===== src/rtl/wb_sdram_responder_if.sv =====
// wb_sdram_responder_if: Wishbone classic slave bus plus the SDRAM controller's native command/return port.
interface wb_sdram_responder_if #(parameter int WIN_BITS = 23);
  logic                wbs_stb_i;
  logic                wbs_cyc_i;
  logic                wbs_we_i;
  logic [3:0]          wbs_sel_i;
  logic [31:0]         wbs_dat_i;
  logic [31:0]         wbs_adr_i;
  logic                wbs_ack_o;
  logic [31:0]         wbs_dat_o;
  logic                ctrl_in_valid;
  logic                ctrl_rw;
  logic [WIN_BITS-3:0] ctrl_addr;
  logic [31:0]         ctrl_wdata;
  logic [3:0]          ctrl_wmask;
  logic                ctrl_busy;
  logic                ctrl_out_valid;
  logic [31:0]         ctrl_rdata;
  modport slave (
    input  wbs_stb_i, wbs_cyc_i, wbs_we_i, wbs_sel_i, wbs_dat_i, wbs_adr_i,
    input  ctrl_busy, ctrl_out_valid, ctrl_rdata,
    output wbs_ack_o, wbs_dat_o,
    output ctrl_in_valid, ctrl_rw, ctrl_addr, ctrl_wdata, ctrl_wmask
  );
  modport master (
    output wbs_stb_i, wbs_cyc_i, wbs_we_i, wbs_sel_i, wbs_dat_i, wbs_adr_i,
    output ctrl_busy, ctrl_out_valid, ctrl_rdata,
    input  wbs_ack_o, wbs_dat_o,
    input  ctrl_in_valid, ctrl_rw, ctrl_addr, ctrl_wdata, ctrl_wmask
  );
endinterface


===== src/rtl/wb_sdram_responder.sv =====
// wb_sdram_responder: Wishbone classic slave forwarding writes to an SDRAM controller and serving reads from a 4-word line buffer.
module wb_sdram_responder #(
  parameter logic [31:0] BASE_ADDR  = 32'h3800_0000,
  parameter int          WIN_BITS   = 23,
  parameter int          LINE_WORDS = 4
) (
  input logic                 clk,
  input logic                 rst_n,
  wb_sdram_responder_if.slave bus
);
  localparam int TW = WIN_BITS - 4;
  typedef enum logic [2:0] {IDLE, WR, RD_ISSUE, RD_WAIT, ACK} state_t;
  state_t              r_state, w_next;
  logic [31:0]         r_buf [LINE_WORDS];
  logic [TW-1:0]       r_tag;
  logic [1:0]          r_icnt, r_rcnt, r_idx;
  logic [WIN_BITS-3:0] r_addr;
  logic [31:0]         r_dat, r_wdata;
  logic [3:0]          r_wmask;
  logic                r_vld, r_ack, r_in_valid, r_rw;
  logic                w_req, w_inr, w_hit, w_ret, w_last, w_wupd, w_unused;
  logic [TW-1:0]       w_atag;
  assign w_req    = bus.wbs_stb_i && bus.wbs_cyc_i && !r_ack;
  assign w_inr    = bus.wbs_adr_i[31:WIN_BITS] == BASE_ADDR[31:WIN_BITS];
  assign w_atag   = bus.wbs_adr_i[WIN_BITS-1:4];
  assign w_hit    = r_vld && w_atag == r_tag;
  // returns are only consumed while a fill is in flight; stale ones after reset fall on the floor
  assign w_ret    = bus.ctrl_out_valid && (r_state == RD_ISSUE || r_state == RD_WAIT);
  assign w_last   = w_ret && r_state == RD_WAIT && r_rcnt == 2'd3;
  assign w_wupd   = r_state == WR && !bus.ctrl_busy && r_vld && r_addr[WIN_BITS-3:2] == r_tag;
  assign w_unused = &{1'b0, bus.wbs_adr_i[1:0]};
  assign bus.wbs_ack_o     = r_ack;
  assign bus.wbs_dat_o     = r_dat;
  assign bus.ctrl_in_valid = r_in_valid;
  assign bus.ctrl_rw       = r_rw;
  assign bus.ctrl_addr     = r_addr;
  assign bus.ctrl_wdata    = r_wdata;
  assign bus.ctrl_wmask    = r_wmask;
  always_ff @(posedge clk or negedge rst_n)
    if (!rst_n) r_state <= IDLE;
    else r_state <= w_next;
  always_comb begin
    w_next = r_state;
    case (r_state)
      IDLE:     w_next = !w_req ? IDLE : !w_inr ? ACK : bus.wbs_we_i ? WR : w_hit ? ACK : RD_ISSUE;
      WR:       w_next = bus.ctrl_busy ? WR : ACK;
      RD_ISSUE: w_next = (!bus.ctrl_busy && r_icnt == 2'd3) ? RD_WAIT : RD_ISSUE;
      RD_WAIT:  w_next = w_last ? ACK : RD_WAIT;
      default:  w_next = IDLE;
    endcase
  end
  always_ff @(posedge clk or negedge rst_n)
    if (!rst_n) begin
      r_ack      <= 1'b0;
      r_dat      <= '0;
      r_in_valid <= 1'b0;
      r_rw       <= 1'b0;
      r_addr     <= '0;
      r_wdata    <= '0;
      r_wmask    <= '0;
      r_vld      <= 1'b0;
      r_tag      <= '0;
      r_icnt     <= '0;
      r_rcnt     <= '0;
      r_idx      <= '0;
    end else begin
      r_ack <= r_state == ACK && bus.wbs_stb_i && bus.wbs_cyc_i;
      case (r_state)
        IDLE: if (w_req) begin
          if (!w_inr) r_dat <= '0;
          else if (bus.wbs_we_i) begin
            r_in_valid <= 1'b1;
            r_rw       <= 1'b1;
            r_addr     <= bus.wbs_adr_i[WIN_BITS-1:2];
            r_wdata    <= bus.wbs_dat_i;
            r_wmask    <= bus.wbs_sel_i;
          end else if (w_hit) r_dat <= r_buf[bus.wbs_adr_i[3:2]];
          else begin
            r_vld      <= 1'b0;
            r_tag      <= w_atag;
            r_idx      <= bus.wbs_adr_i[3:2];
            r_in_valid <= 1'b1;
            r_rw       <= 1'b0;
            r_addr     <= {w_atag, 2'b00};
            r_icnt     <= '0;
            r_rcnt     <= '0;
          end
        end
        WR: if (!bus.ctrl_busy) r_in_valid <= 1'b0;
        RD_ISSUE: if (!bus.ctrl_busy) begin
          r_icnt <= r_icnt + 2'd1;
          r_addr <= {r_tag, r_icnt + 2'd1};
          if (r_icnt == 2'd3) r_in_valid <= 1'b0;
        end
        RD_WAIT: if (w_last) begin
          r_vld <= 1'b1;
          r_dat <= r_idx == 2'd3 ? bus.ctrl_rdata : r_buf[r_idx];
        end
        default: ;
      endcase
      if (w_ret) r_rcnt <= r_rcnt + 2'd1;
    end
  always_ff @(posedge clk)
    if (w_ret) r_buf[r_rcnt] <= bus.ctrl_rdata;
    else if (w_wupd)
      for (int b = 0; b < 4; b++)
        if (r_wmask[b]) r_buf[r_addr[1:0]][8*b +: 8] <= r_wdata[8*b +: 8];
endmodule


===== src/flat_wrapper.sv =====
// flat-port wrapper written by rule: the top's interface ports become plain ports
module wb_sdram_responder_flat 
#(
  parameter logic [31:0] BASE_ADDR  = 32'h3800_0000,
  parameter int          WIN_BITS   = 23,
  parameter int          LINE_WORDS = 4
)
  (clk, rst_n, bus_wbs_stb_i, bus_wbs_cyc_i, bus_wbs_we_i, bus_wbs_sel_i, bus_wbs_dat_i, bus_wbs_adr_i, bus_ctrl_busy, bus_ctrl_out_valid, bus_ctrl_rdata, bus_wbs_ack_o, bus_wbs_dat_o, bus_ctrl_in_valid, bus_ctrl_rw, bus_ctrl_addr, bus_ctrl_wdata, bus_ctrl_wmask);
  wb_sdram_responder_if #(.WIN_BITS(WIN_BITS)) bus_i ();
  input logic clk;
  input logic rst_n;
  input wire logic [$bits(bus_i.wbs_stb_i)-1:0] bus_wbs_stb_i;
  input wire logic [$bits(bus_i.wbs_cyc_i)-1:0] bus_wbs_cyc_i;
  input wire logic [$bits(bus_i.wbs_we_i)-1:0] bus_wbs_we_i;
  input wire logic [$bits(bus_i.wbs_sel_i)-1:0] bus_wbs_sel_i;
  input wire logic [$bits(bus_i.wbs_dat_i)-1:0] bus_wbs_dat_i;
  input wire logic [$bits(bus_i.wbs_adr_i)-1:0] bus_wbs_adr_i;
  input wire logic [$bits(bus_i.ctrl_busy)-1:0] bus_ctrl_busy;
  input wire logic [$bits(bus_i.ctrl_out_valid)-1:0] bus_ctrl_out_valid;
  input wire logic [$bits(bus_i.ctrl_rdata)-1:0] bus_ctrl_rdata;
  output wire logic [$bits(bus_i.wbs_ack_o)-1:0] bus_wbs_ack_o;
  output wire logic [$bits(bus_i.wbs_dat_o)-1:0] bus_wbs_dat_o;
  output wire logic [$bits(bus_i.ctrl_in_valid)-1:0] bus_ctrl_in_valid;
  output wire logic [$bits(bus_i.ctrl_rw)-1:0] bus_ctrl_rw;
  output wire logic [$bits(bus_i.ctrl_addr)-1:0] bus_ctrl_addr;
  output wire logic [$bits(bus_i.ctrl_wdata)-1:0] bus_ctrl_wdata;
  output wire logic [$bits(bus_i.ctrl_wmask)-1:0] bus_ctrl_wmask;
  assign bus_i.wbs_stb_i = bus_wbs_stb_i;
  assign bus_i.wbs_cyc_i = bus_wbs_cyc_i;
  assign bus_i.wbs_we_i = bus_wbs_we_i;
  assign bus_i.wbs_sel_i = bus_wbs_sel_i;
  assign bus_i.wbs_dat_i = bus_wbs_dat_i;
  assign bus_i.wbs_adr_i = bus_wbs_adr_i;
  assign bus_i.ctrl_busy = bus_ctrl_busy;
  assign bus_i.ctrl_out_valid = bus_ctrl_out_valid;
  assign bus_i.ctrl_rdata = bus_ctrl_rdata;
  assign bus_wbs_ack_o = bus_i.wbs_ack_o;
  assign bus_wbs_dat_o = bus_i.wbs_dat_o;
  assign bus_ctrl_in_valid = bus_i.ctrl_in_valid;
  assign bus_ctrl_rw = bus_i.ctrl_rw;
  assign bus_ctrl_addr = bus_i.ctrl_addr;
  assign bus_ctrl_wdata = bus_i.ctrl_wdata;
  assign bus_ctrl_wmask = bus_i.ctrl_wmask;
  wb_sdram_responder #(.BASE_ADDR(BASE_ADDR), .WIN_BITS(WIN_BITS), .LINE_WORDS(LINE_WORDS)) u_core (.clk(clk), .rst_n(rst_n), .bus(bus_i));
endmodule

===== config.mk =====
export PLATFORM = sky130hd
export DESIGN_NAME = wb_sdram_responder_flat
export DESIGN_NICKNAME = d
export VERILOG_FILES = /design/src/rtl/wb_sdram_responder_if.sv /design/src/rtl/wb_sdram_responder.sv /design/src/flat_wrapper.sv
export SDC_FILE = /design/constraint.sdc
export NUM_CORES = 1
export LEC_CHECK = 0
export ABC_AREA = 1
export ABC_CLOCK_PERIOD_IN_PS = 2900
export CORE_AREA = 2 2 157 159
export DETAILED_ROUTE_END_ITERATION = 8
export DIE_AREA = 0 0 159 161
export PLACE_DENSITY_LB_ADDON = 0.15
export SYNTH_ARGS = -nofsm -noshare
export SYNTH_HDL_FRONTEND = slang
export SYNTH_SLANG_ARGS = --single-unit

===== constraint.sdc =====
create_clock -name clk -period 2.9 [get_ports clk]
set_input_delay 0.58 -clock clk [delete_from_list [all_inputs] [get_ports clk]]
set_output_delay 0.58 -clock clk [all_outputs]
set_load 0.005 [all_outputs]

==> results of run 1 <==
==> registers in the layout, summed over array words and instances (netlist names), 3 cells and up <==
register               count
u_core.r_tag              19
u_core.bus.ctrl_wmask      4
u_core.r_state             3
u_core.r_buf             128
u_core.bus.ctrl_wdata     32
u_core.bus.ctrl_addr      21
u_core.bus.wbs_dat_o      32
==> layout make-up <==
cell class	instances	area, µm²
multi-input cells	970	5021
flip-flops and latches	249	6874
clock inverters	15	127.6
clock buffers	35	735.7
fillers	1978	7711
inverters	164	615.6
well taps	324	405.4
repair buffers	249	2472
==> cells in the final DEF, fill, tap and decap left out, drive strengths merged, types with 2 or more instances in the layout <==
master	count
buf	53
mux2	36
o31ai	3
inv	164
o32ai	32
clkbuf	35
edfxtp	128
a21oi	142
nand2	354
o211ai	24
o22ai	10
clkinv	12
nor3	4
nand4	29
clkdlybuf4s50	195
nand3	45
nor2	89
o21ai	179
bufinv	2
dfrtp	121
xor2	2
nand3b	2
nor4	2
a32o	8
ha	2
==> metal layers <==
layer	global-route usage (%)	vias up
met3	5.419	48
met2	42.85	512
met1	38.25	5256
met4	7.851	0
li1	-	5415
met5	0	-
==> kinds of logic (layout without fill, tap and decap cells) <==
| family | Yosys count | in the layout | share of synthesized area, % |
|---|---|---|---|
| and+or+nand+nor | 527 | 527 | 17.22 |
| AOI/OAI and AO/OA | 402 | 402 | 17.52 |
| buffers and inverters | 253 | 463 | 8.114 |
| DFF | 249 | 249 | 53.11 |
| muxes | 36 | 36 | 3.627 |
| xor gates and xnor gates | 3 | 3 | 0.2031 |
| adders and majority gates | 2 | 2 | 0.1934 |
==> stage by stage <==
step                      hold slack, ns  setup WS (ns)
after global routing              0.5302         0.2602
after global placement            0.4772         0.2052
after floorplan                   0.2844         0.7024
after CTS                         0.5113         0.5223
after detailed placement          0.4963         0.1561
final                             0.5064         0.5003
==> what timing repair did <==
item / in CTS / in global routing
hold endpoints to repair: 25 / 0
endpoints found under the setup margin: 0 / 0
hold buffers: 1 / 0
==> path summary, 6_finish.rpt <==
check,depth (start not counted),startpoint,end
min in group asynchronous,2,rst_n,u_core.bus.wbs_dat_o[26]
max,14,u_core.r_state[1],u_core.r_buf[2][30]
max reg2reg,14,u_core.r_state[1],u_core.r_buf[2][30]
min,2,u_core.bus.wbs_dat_o[3],u_core.bus.wbs_dat_o[3]
min reg2reg,2,u_core.bus.wbs_dat_o[3],u_core.bus.wbs_dat_o[3]
max in group asynchronous,3,rst_n,u_core.r_tag[4]
==> power groups by stage <==
| stage | registers (W) | logic (W) | clock network (W) |
|---|---|---|---|
| 3_5_place_dp | 0.00401 | 0.00106 | 0 |
| 3_3_place_gp | 0.00402 | 0.00104 | 0 |
| 4_1_cts | 0.00395 | 0.00107 | 0.00339 |
| 6_report | 0.00395 | 0.00107 | 0.00334 |
| 2_1_floorplan | 0.00399 | 0.000520 | 0 |
| 5_1_grt | 0.00396 | 0.00118 | 0.00354 |
==> critical path, stage by stage, from the launching register on <==
cell	delay, ns
dfrtp_1	0.48
inv_2	0.12
nand3_2	0.11
nor2_2	0.16
nand2_1	0.07
nor2_1	0.08
nand2_1	0.09
nor2_4	0.18
o31ai_1	0.11
nand2_1	0.10
nand2_1	0.05
nand2_1	0.09
nand2_1	0.13
nor2_1	0.11
buf_4	0.20
==> metrics.txt, run 1 <==
Syn Area/Cell around 8.8 µm²; uppermost layer routed met4; Sw Pwr about 0.0021 W; DRT antenna net count 0; final total power between 0.008 and 0.009 W; total inserted antenna cells 0; WL met1 15,740 µm; Synth top area share 29.71%; Sequential Power Share between 40 and 50%; final wirelength 35,730 µm; global route overflow 0; PortBufs 196; initial antenna violation count 0; Worst-path clk slew 0.06 ns; RSZ-0062 raised after global routing false; placed wire-length estimate 23,720 µm; internal power component 0.006286 W; count of cell types in the netlist 45; area post-placement 15,380 µm²; Synth area leader edfxtp_1; Layout Area Growth over Synthesis 25.62%; CP Capture Type flop; clock latency on the worst-skew pair around 0.54 ns; post-synthesis sequential area ratio 53.11%; DRT Pass-1 Iters 7; post-CTS resize count 0; synthesized flop and latch total 249; Worst Path Arrival 2.64 ns; die height 161 µm; TritonCTS Sinks ~250; TritonCTS clock tree done; Wirelength per Cell 17.81 µm; Syn Nets 1,581; Post-CTS Setup Inserts 0; Logic pwr share 12.8%; most common cell in the netlist nand2_1; vias in the first global route 10,720; fin util between 60 and 70%; Syn Inst Count 1,472; f_max 416.7 MHz; Vias 11,230; switch share 24.78%; 1st-iter DRT viols 1,197; Final #Nets about 1,800; max_cap viols 0; synth warn 0; H-tree depth 1; Initial Util between 50% and 60%; total CTS buffers 27; outcome complete, no violations; die area 25,600 µm²; FFs w/ async S/R, synth 48.59%; min Tclk post-route 2.400 ns; largest net degree at the start of global routing 115; final hold violation count 0; routed length on met3 3267 µm; FP Rows 57; Slew HR 49.00%; power density over the cells 514.2 nW/µm²; VDD IR max 0.4378 mV; fin. max-slew vios 0; first-pass GRT wire length between 50,000 and 60,000 µm; Worst Path Required roughly 3.1 ns; Reg2Reg Setup Slack 0.50 ns; Cell Count, Final, Fillers Out 2,006; I/O pin total 199; Root Buffer clkbuf_16; Least-Margin Pin Slew 0.7651 ns; Routability Congestion about 0.9; Post-synth top cells nand2_1, o21ai_0, inv_1; worst clock skew 0.01164 ns; Lkg Pwr 6.912 nW; Vias/cell 5.599; number of remaining DRC errors 0; Synth area leaders edfxtp_1, dfrtp_1, nand2_1, o21ai_0, a21oi_1; critical path peak fanout 8; EDFF count, synth 128; Design Area, Final between 15,000 and 20,000 µm²; Hold Crit Class reg2reg; placed cells slightly below 2,000; Top FF cell, synth edfxtp_1; share of layout cells above drive strength 1 10.11%; Syn Std Cell Area 12,940 µm²; Crit Path Class reg2reg; Tcrit/Tclk final 82.75%; clock power share between 30% and 40%; clk buf depth 3; Fin Setup TNS 0 ns; Total Routing Usage GR between 20% and 30%; wire length on met2 16,100 µm; Finish-stage setup viols 0; Die Wd between 150 and 200 µm; Setup crit start kind flop; CORE AREA 23,960 µm²
Note: power is estimated with default switching activity, not from simulation.
==> run 2, diff against run 1 <==
Settings changed: ABC_CLOCK_PERIOD_IN_PS 2900 to 2500.
Clock period 2.9 ns to 2.5 ns, I/O delays scaled along.
==> run 2 against run 1 <==
Effect of this change: die area stayed put; sequential cell count stayed put; clock skew is 0.0072 ns higher; maximum frequency is 3.3% higher; sequential power is 16% higher; clock-buffer cell count is 1 higher; design area is 1.4% higher; non-clock buffer count is 23 higher; combinational power is 19% higher; core utilization is 0.97 points higher; global-route usage is 1.1 points higher.
==> metrics.txt, run 2 (synthesized netlist as in run 1, its figures left out) <==
slowest CP cell dfrtp_2; Hold Crit Class reg2reg; TritonCTS Sinks approximately 250; Lkg Pwr 7.054 nW; 1st-iter DRT viols 1,093; Routability Congestion 0.9098; largest net degree at the start of global routing 61; Vias 11,460; H-tree depth 1; share of layout cells above drive strength 1 11.98%; Initial Util 53.99%; Finish-stage setup viols 0; die height 161 µm; vias in the first global route 11,140; CP Capture Type flop; Largest register FFs around 130; first-pass GRT wire length 57,910 µm; number of remaining DRC errors 0; area of the multi-input gates 5034 µm²; die area 25,600 µm²; I/O pin total 199; final total power 0.009631 W; Cell Count, Final, Fillers Out 2,027; Setup crit start kind flop; Worst-path clk slew about 0.060 ns; Final WS setup 0.1760 ns; TritonCTS clock tree done; Final #Nets around 1,800; Worst Path Required 2.75 ns; Worst Path Buf+Inv 2; Crit path top cell by count nand2_1; global route overflow 0; crit-path leading delay family simple AND/OR/NAND/NOR gates; Root Buffer clkbuf_16; fin. max-slew vios 0; placed cells 1,975; placed wire-length estimate approximately 25,000 µm; initial antenna violation count 0; outcome complete, no violations; total inserted antenna cells 0; Crit Path Class reg2reg; Vias/cell ~5.7; VDD IR max 0.5338 mV; Least-Margin Pin Slew 0.6603 ns; f_max approximately 430 MHz; commonest non-fill, non-tap cell in the layout nand2_1; slowest stage delay, CP 0.47 ns; Post-Place Worst Slack -0.1671 ns; max_cap viols 0; Total Routing Usage GR 28.19%; Fin Setup TNS 0 ns; Worst Path Arrival 2.57 ns; final hold violation count 0; critical path peak fanout 8; DRT antenna net count 0; CORE AREA about 24,000 µm²; worst clock skew 0.01887 ns; FP Rows 57; # fillers about 1,900; Layout Area Growth over Synthesis 27.42%; crit-path cells inv_2 -> nand3_2 -> nor2_2 -> nand2_1 -> nor2_1 -> nand2_1 -> nor2_4 -> o31ai_1 -> nand2_1 -> nand2_1 -> nand2_1 -> nand2_1 -> nor2_1 -> buf_4; total CTS buffers 26; min Tclk post-route 2.324 ns; area taken by flip-flops and latches 6882 µm²; PortBufs 196; final wirelength 36,350 µm; Die Wd approximately 160 µm; power density over the cells 584.3 nW/µm²; commonest cells after routing, fill and taps aside nand2_1, clkdlybuf4s50_1, o21ai_0; Wirelength per Cell 17.93 µm; clk buf depth 3; RSZ-0062 raised after global routing false; largest reg by FF count u_core.r_buf; DRT Pass-1 Iters 5; Slew HR roughly 56%; clock latency on the worst-skew pair 0.55 ns; Tcrit/Tclk final between 90% and 100%
-- run 2: path summary, 6_finish.rpt --
kind	startpoint	to	slack (ns)	cells past startpoint
setup / recovery	u_core.r_state[1]	u_core.r_buf[2][15]	0.18	14
hold / removal	u_core.bus.wbs_dat_o[6]	u_core.bus.wbs_dat_o[6]	0.50	2
setup reg to reg	u_core.r_state[1]	u_core.r_buf[2][15]	0.18	14
hold reg to reg	u_core.bus.wbs_dat_o[6]	u_core.bus.wbs_dat_o[6]	0.50	2
max in group asynchronous	rst_n	u_core.r_tag[1]	1.21	3
min in group asynchronous	rst_n	u_core.bus.ctrl_addr[8]	0.51	2
-- run 2: metrics by stage --
| stage | hold slack [ns] | instance area (µm²) | util (%) |
|---|---|---|---|
| 4_1_cts | 0.5067 | 16440 | 68.60 |
| 2_1_floorplan | 0.2044 | 12940 | - |
| 6_report | 0.5040 | 16480 | 68.79 |
| 3_5_place_dp | 0.4912 | 15590 | 65.06 |
| 3_3_place_gp | 0.4762 | 15590 | 65.06 |
| 5_1_grt | 0.5292 | 16480 | 68.79 |
-- run 2: what timing repair did --
| action | in CTS | in global routing |
|---|---|---|
| buffers inserted | 0 | 3 |
| setup endpoints to repair | 0 | 101 |
| gates resized for setup | 0 | 10 |
| hold endpoints to repair | 35 | 0 |
| hold buffers | 1 | 0 |
-- run 2: power breakdown --
part,internal [W],switching (W)
Sequential,0.00444,0.000145
Combinational,0.000604,0.000668
Clock,0.00217,0.00160
Total,0.00722,0.00241
-- run 2: layer usage --
| metal | part of all wire (%) | wire length (µm) | global-route usage [%] |
|---|---|---|---|
| met1 | 42 | 15440 | 39.61 |
| met2 | 46 | 16790 | 45.67 |
| met3 | 9.5 | 3469 | 5.136 |
| met4 | 1.8 | 641 | 7.521 |
| met5 | 0 | 0 | 0 |
-- run 2: area by class of cell --
class,instances,share of cell area (%)
timing repair buffer,272,16.45
inverter,164,3.734
sequential,249,41.75
multi-input combinational,970,30.54
clock inverter,12,0.5920
clock buffer,36,4.486
tap,324,2.459
-- run 2: worst reg2reg max path, stage by stage, from the launching register on --
cell	delay, ns
dfrtp_2	0.47
inv_2	0.10
nand3_2	0.10
nor2_2	0.14
nand2_1	0.07
nor2_1	0.08
nand2_1	0.09
nor2_4	0.14
o31ai_1	0.10
nand2_1	0.11
nand2_1	0.06
nand2_1	0.09
nand2_1	0.12
nor2_1	0.14
buf_4	0.22
